--- config.mk ---
export PLATFORM = sky130hd
export DESIGN_NAME = wbu_scoreboard
export DESIGN_NICKNAME = d
export VERILOG_FILES = /design/src/rtl/wbu_scoreboard.sv
export SDC_FILE = /design/constraint.sdc
export NUM_CORES = 1
export LEC_CHECK = 0
export CAP_MARGIN = 25
export CORE_ASPECT_RATIO = 1.4
export CORE_UTILIZATION = 35
export CTS_CLUSTER_DIAMETER = 40
export CTS_CLUSTER_SIZE = 14
export DETAILED_ROUTE_END_ITERATION = 16
export GPL_ROUTABILITY_DRIVEN = 0
export HOLD_SLACK_MARGIN = 0.08
export PLACE_DENSITY = 0.74
export SLEW_MARGIN = 0
export SYNTH_ARGS = -nofsm -noshare
export SYNTH_HDL_FRONTEND = slang
export SYNTH_SLANG_ARGS = --single-unit
export TNS_END_PERCENT = 20
--- constraint.sdc ---
create_clock -name clk_i -period 2.75 [get_ports clk_i]
set_input_delay 0.4125 -clock clk_i [delete_from_list [all_inputs] [get_ports clk_i]]
set_output_delay 0.4125 -clock clk_i [all_outputs]
set_load 0.01 [all_outputs]
--- src/rtl/wbu_scoreboard.sv ---
// Write-back unit with register scoreboard.
// Merges the EXU and LSU result channels into a single regfile write port,
// one result per cycle, and tracks which architectural registers still have
// a write outstanding. Illegal WAW situations raise a sticky error flag.
module wbu_scoreboard #(
  parameter bit RR_EN = 1'b1  // 1: round-robin on conflict, 0: LSU always wins
) (
  input  logic        clk_i,
  input  logic        rst_n_i,

  input  logic        exu_valid_i,
  output logic        exu_ready_o,
  input  logic [4:0]  exu_rd_i,
  input  logic        exu_wen_i,
  input  logic [31:0] exu_wdata_i,

  input  logic        lsu_valid_i,
  output logic        lsu_ready_o,
  input  logic [4:0]  lsu_rd_i,
  input  logic        lsu_wen_i,
  input  logic [31:0] lsu_wdata_i,

  input  logic        iss_valid_i,
  input  logic [4:0]  iss_rd_i,
  input  logic        iss_wen_i,

  output logic        reg_wen_o,
  output logic [4:0]  reg_dst_o,
  output logic [31:0] reg_wdata_o,
  output logic [31:0] busy_o,
  output logic        retire_o,
  output logic        err_o
);

  // Arbitration: 1 in rr_q means the LSU is favoured on the next conflict.
  logic        rr_q, rr_d;
  logic        conflict;
  logic        exu_gnt, lsu_gnt;

  // Selected result for this cycle.
  logic        acc;
  logic [4:0]  acc_rd;
  logic        acc_wen;
  logic [31:0] acc_wdata;
  logic        acc_writes;

  // Registered write-back stage.
  logic        retire_q, retire_d;
  logic        reg_wen_q, reg_wen_d;
  logic [4:0]  reg_dst_q, reg_dst_d;
  logic [31:0] reg_wdata_q, reg_wdata_d;

  // Scoreboard state.
  logic [31:0] busy_q, busy_d;
  logic        err_q, err_d;
  logic        iss_set;

  // Grant is purely combinational from the two valids and the RR pointer.
  always_comb begin
    // NOTE: every variable written in a combinational block gets a default
    // first, so no path leaves it unassigned and no latch is inferred.
    conflict = exu_valid_i && lsu_valid_i;
    exu_gnt  = exu_valid_i;
    lsu_gnt  = lsu_valid_i;
    if (conflict) begin
      lsu_gnt = RR_EN ? rr_q : 1'b1;
      exu_gnt = !lsu_gnt;
    end
  end

  // Nothing is accepted while reset is held, so a source never sees a
  // handshake for a result that the reset is about to discard.
  assign exu_ready_o = exu_gnt && rst_n_i;
  assign lsu_ready_o = lsu_gnt && rst_n_i;

  // Result mux: the granted channel feeds the write-back stage.
  always_comb begin
    acc        = exu_gnt || lsu_gnt;
    acc_rd     = lsu_gnt ? lsu_rd_i    : exu_rd_i;
    acc_wen    = lsu_gnt ? lsu_wen_i   : exu_wen_i;
    acc_wdata  = lsu_gnt ? lsu_wdata_i : exu_wdata_i;
    acc_writes = acc && acc_wen && (acc_rd != 5'd0);
  end

  // Next state of the write-back stage and the RR pointer.
  always_comb begin
    retire_d    = acc;
    reg_wen_d   = acc_writes;
    reg_dst_d   = acc ? acc_rd    : reg_dst_q;
    reg_wdata_d = acc ? acc_wdata : reg_wdata_q;
    rr_d        = rr_q;
    // After a conflict the loser gets priority on the next one.
    if (RR_EN && conflict) rr_d = exu_gnt;
  end

  // Scoreboard update: clear on regfile write, set on issue (set wins).
  always_comb begin
    iss_set = iss_valid_i && iss_wen_i && (iss_rd_i != 5'd0);
    busy_d  = busy_q;
    err_d   = err_q;
    if (reg_wen_q) busy_d[reg_dst_q] = 1'b0;
    if (iss_set) begin
      busy_d[iss_rd_i] = 1'b1;
      // WAW on issue: the previous write is still pending, even if it
      // retires at this very edge.
      if (busy_q[iss_rd_i]) err_d = 1'b1;
    end
    // A register write nobody issued for is still performed, but flagged.
    if (acc_writes && !busy_q[acc_rd]) err_d = 1'b1;
    busy_d[0] = 1'b0;
  end

  // State registers; every flop, including the busy vector, clears on reset.
  always_ff @(posedge clk_i or negedge rst_n_i) begin
    // NOTE: sequential state uses non-blocking assignments only, so every
    // flop samples the pre-edge values regardless of statement order.
    if (!rst_n_i) begin
      rr_q        <= 1'b0;
      retire_q    <= 1'b0;
      reg_wen_q   <= 1'b0;
      reg_dst_q   <= 5'd0;
      reg_wdata_q <= 32'd0;
      busy_q      <= 32'd0;
      err_q       <= 1'b0;
    end else begin
      rr_q        <= rr_d;
      retire_q    <= retire_d;
      reg_wen_q   <= reg_wen_d;
      reg_dst_q   <= reg_dst_d;
      reg_wdata_q <= reg_wdata_d;
      busy_q      <= busy_d;
      err_q       <= err_d;
    end
  end

  assign retire_o    = retire_q;
  assign reg_wen_o   = reg_wen_q;
  assign reg_dst_o   = reg_dst_q;
  assign reg_wdata_o = reg_wdata_q;
  assign busy_o      = busy_q;
  assign err_o       = err_q;

endmodule

* After elaboration in Yosys (flattened, before gate mapping)
Cells that the tools add are included.
Word-level totals: register bits 72, input port bits 87, output and inout bits 74, logic and storage cells 51
Cells by class: order comparisons 5, muxes and demuxes 18, bitwise operators 3, reduce and logical (&&, ||, !) cells 18
Operators by type and width (number):
- 32-bit 2-to-1 mux | 3
- 32-bit bitwise AND | 1
- 32-bit inverter | 1
- 32-bit OR | 1
- 5-bit by 6-bit < comparator with 1-bit output (second input constant) | 3
- 1-bit binary-select mux with 5-bit select | 2
- 1-bit demux with 5-bit select | 2
- 5-bit by 1-bit greater-or-equal comparator with 1-bit output (second input constant) | 2
- 1-bit logical AND | 10
- 1-bit 2-to-1 mux | 10
- 5-bit nonzero test | 2
- 5-bit 2-to-1 mux | 1
- 2-bit nonzero test | 2
- 1-bit zero test | 2
- 2-bit AND reduction | 1
- 1-bit logical OR | 1

* Logic depth before layout (Yosys ltp)
depth after elaboration 9, depth in mapped cells 9, mapped depth without buffers 6

* Worst setup path before layout
Ideal clock, no wire load.
kind input-to-reg, start in iss_rd_i[0], end reg err_q, in the netlist err_o, library setup time 120 ps, arrival time 2079 ps, data required time 2630 ps, path slack 551 ps, cell stages on the path 8, buffers on the path 2, cell sequence buf_6 -> buf_8 -> mux4_2 -> a32oi_1 -> o221ai_1 -> o31a_1 -> a311o_1 -> a31o_1
On the way: cells in the longest elaborated chain, start to end 4, elaborated cells between the ends (all ways) 7, classes of those cells mux (2); reduce/logical (5)
RTL lines:
- from (decl) | line 24 | input logic [4:0] iss_rd_i,
- 1-bit binary-select mux with 5-bit select or 5-bit nonzero test (tied branches) | line 106, 98
- 1-bit 2-to-1 mux (not written as such) or 1-bit logical AND (tied branches) | line 106, 98
- 2-bit nonzero test (no source line)
- 2-bit AND reduction (no source line) (*)
- to (signal assigned) | line 132 | err_q <= err_d;
- to (decl) | line 55 | logic err_q, err_d;
Mark *: on every way between the ends. The rest lies on a longest branch, timed or not. The select of a mux whose other input is x is not followed. A chain may end at the register's enable or synchronous reset.

* Worst setup path after layout
Ends and elaborated chain as after synthesis.

==> impl_metrics.yaml <==
pwr:
  p_sw_w: 0.00194
  powerDensity_mw_per_mm2: 843
  p_seq_share_pct: 36.0
  power.internal_w: 0.00342
  switching_share_pct: 36.2
  ir_drop_v: 0.000380
  combPwrFrac_pct: 40.9
  clock_power_share_pct: 23.1
  p_leak_nw: 2.50
cts:
  cts_tree: "built"
  cts_buffer_depth: 2
  hold_buffers: 1
  cts_made_buffers: 9
  cts_setup_buffers: 0
  worstSkewPairLatency_ns: 0.34
  cts_root_buffer: "clkbuf_16"
  clkTransAtPathRegs_ns: 0.06
  clock-sinks: 72
  cts_resized: 0
  htreeDepth: 3
sta:
  post-route-min-period_ns: 2.49
  final-hold-violation-count: 0
  fmax_ghz: 0.401
  tightest_slew_ns: 0.621
  slew_headroom_pct: 58.6
  setup_viol: 0
  drv_slew: 0
  clock_skew_ns: 0.00717
  hold_slack_ns: 0.419
  rsz0062_at_grt: "false"
  fin_crit_sh_pct: 90.6
  setup_slack_ns: 0.258
route:
  first_pass_iters: 5
  drt_iter0_markers: 308
  drc: 0
  vias: 4739
  routed_wl_um: 15600
  ant_nets: 0
  post_drt_wl_per_cell_um: 19.7
  via_per_inst: 5.95
worst_setup_path:
  cp_cell_sequence: "clkdlybuf4s50_1, buf_4, mux4_2, a32oi_1, o221ai_1, o31a_1, a311o_1, a31o_1"
  r2r_end: "err_o"
  reg2reg_depth: 6
  rrSetupSlack_ns: 0.52
  critical_path.top_delay_family: "compound AO/OA/AOI/OAI gates"
  worstPathArrival_ns: 2.72
  rr_startpoint: "busy_o[10]"
  timing.critical_path.buf_inv: 2
  path_class: "input port to flop"
  crit_slowest_cell: "clkdlybuf4s50_1"
  cp_data_required_time_ns: 2.98
  cp_max_fo: 3
  start_kind: "input port"
  critPathMaxStageDelay_ns: 0.56
  crit_path_end_kind: "flop"
layout:
  multi_input_area_mm2: 0.00225
  seq_area_mm2: 0.00180
  n_antenna_cell: 0
  fill_cells: 1069
  drive_gt1_share_pct: 8.63
  fin_area_mm2: 0.00636
  synthToLayoutAreaGrowth_pct: 49.1
  nets: 733
global_routing:
  grt_usage_pct: 26.0
  grt_first_pass_wirelength_um: 25000
  antenna_found_initial: 0
  grt_pass1_vias: 4702
  gr-total-overflow: 0
  grt_start_max_net_pins: 48
synthesis:
  ys_warn_count: 0
  synth-async-reset-ratio_pct: 100
  syn_inst: 489
  yosysUniqueCellTypes: 53
  syn_nets: 576
  synth_area_per_cell_um2: 8.72
  synth-edff-count: 0
  syn-cell-area_mm2: 0.00427
  ys_ff_latch: 72
  yosysSeqAreaShare_pct: 42.2
  synthFlopType: "dfrtp_1"
floorplan:
  boundaryPins: 161
  fp.dieArea_mm2: 0.0126
  fp.coreArea_mm2: 0.0119
  rows: 47
  fp.dieH_um: 133
  initial_core_util_pct: 35.9
  die_w_um: 95.3
min_path:
  hp-class: "input port to asynchronous set/reset pin"
outcome:
  status: "finished clean"
placement:
  portBuffers: 159
  place_ws_ns: -0.0635
  dp.final_hpwl_um: 11400
  place_area_mm2: 0.00604
run:
  max_cap_violations: 0
routing by layer:
layer	part of all wire [%]	track usage (%)	vias up
met2	49	42.1	300
li1	-	-	2110
met5	0	0	-
met3	9.7	7.41	62
met4	4.0	12.0	0
met1	37	31.3	2267
cell families after synthesis:
| family | share of synthesized area [%] |
|---|---|
| AO/OA/AOI/OAI | 26.7 |
| other | 0.0879 |
| AND/OR/NAND/NOR | 14.7 |
| flip-flops | 42.2 |
| buffers and inverters | 5.02 |
| multiplexers | 11.1 |
| XOR/XNOR | 0.205 |
through the flow:
stage / instances / total power [W] / setup TNS [ns] / utilization, %
2_1_floorplan: 489 / 0.00278 / 0 / -
3_3_place_gp: 781 / 0.00405 / 0 / 50.9
3_5_place_dp: 781 / 0.00411 / -0.0635 / 50.9
4_1_cts: 796 / 0.00537 / 0 / 53.5
5_1_grt: 796 / 0.00565 / 0 / 53.5
6_report: 796 / 0.00536 / 0 / 53.5
worst max-delay path by stage:
stage                       end         from  cells after the start
finish                    err_o  iss_rd_i[0]                      8
detailed placement        err_o  iss_rd_i[0]                      8
global route        exu_ready_o  lsu_valid_i                      5
floorplan                 err_o  iss_rd_i[0]                      8
CTS                 exu_ready_o  lsu_valid_i                      5
global placement          err_o  iss_rd_i[0]                      8
cells in the final DEF, fill, tap and decap left out, types with 6 or more instances in the layout:
cell,instances
clkdlybuf4s50_1,158
o21ai_0,97
a21oi_1,74
nand2_1,73
dfrtp_1,72
buf_4,23
inv_1,12
nor2_1,11
nand3_1,10
mux2i_1,10
clkbuf_16,9
nand3b_1,8
mux4_2,7
a211oi_1,6
mux4_1,6
final cells by class:
type                    count  share of cell area, %
repair buffers            183                   27.8
flip-flops and latches     72                   28.3
multi-input cells         368                   35.4
well taps                 147                   2.89
clock buffers               9                   3.54
inverters                  12                  0.708
clock inverters             5                   1.32
Yosys cell counts, types with 3 or more instances:
cell,instances,area (um^2)
clkbuf_1,21,78.8
nand3b_1,8,60.1
buf_1,7,26.3
nor2b_1,4,25.0
a211oi_1,6,45.0
nor3_1,3,15.0
or3_1,4,25.0
mux4_1,6,158
nand3_1,10,50.1
a21oi_1,74,370
nor2_1,12,45.0
mux4_2,7,158
and2_1,4,25.0
mux2i_1,10,100
or3b_2,5,43.8
inv_1,12,45.0
mux2_2,5,56.3
buf_2,6,30.0
o21ai_0,97,485
dfrtp_1,72,1800
nand2_1,73,274
a31oi_1,3,18.8
flip-flops by register name (all words and copies together) (netlist names):
register / count
busy_o: 31
err_o: 1
reg_dst_o: 5
reg_wdata_o: 32
reg_wen_o: 1
retire_o: 1
rr_q: 1
power groups by stage:
| stage | combinational (W) | sequential (W) | clock (W) |
|---|---|---|---|
| 4_1_cts | 0.00220 | 0.00191 | 0.00126 |
| 2_1_floorplan | 0.000903 | 0.00187 | 0 |
| 3_5_place_dp | 0.00218 | 0.00192 | 0 |
| 3_3_place_gp | 0.00214 | 0.00192 | 0 |
| 6_report | 0.00219 | 0.00193 | 0.00124 |
| 5_1_grt | 0.00238 | 0.00197 | 0.00130 |
Power figures use the tool's default switching activity.
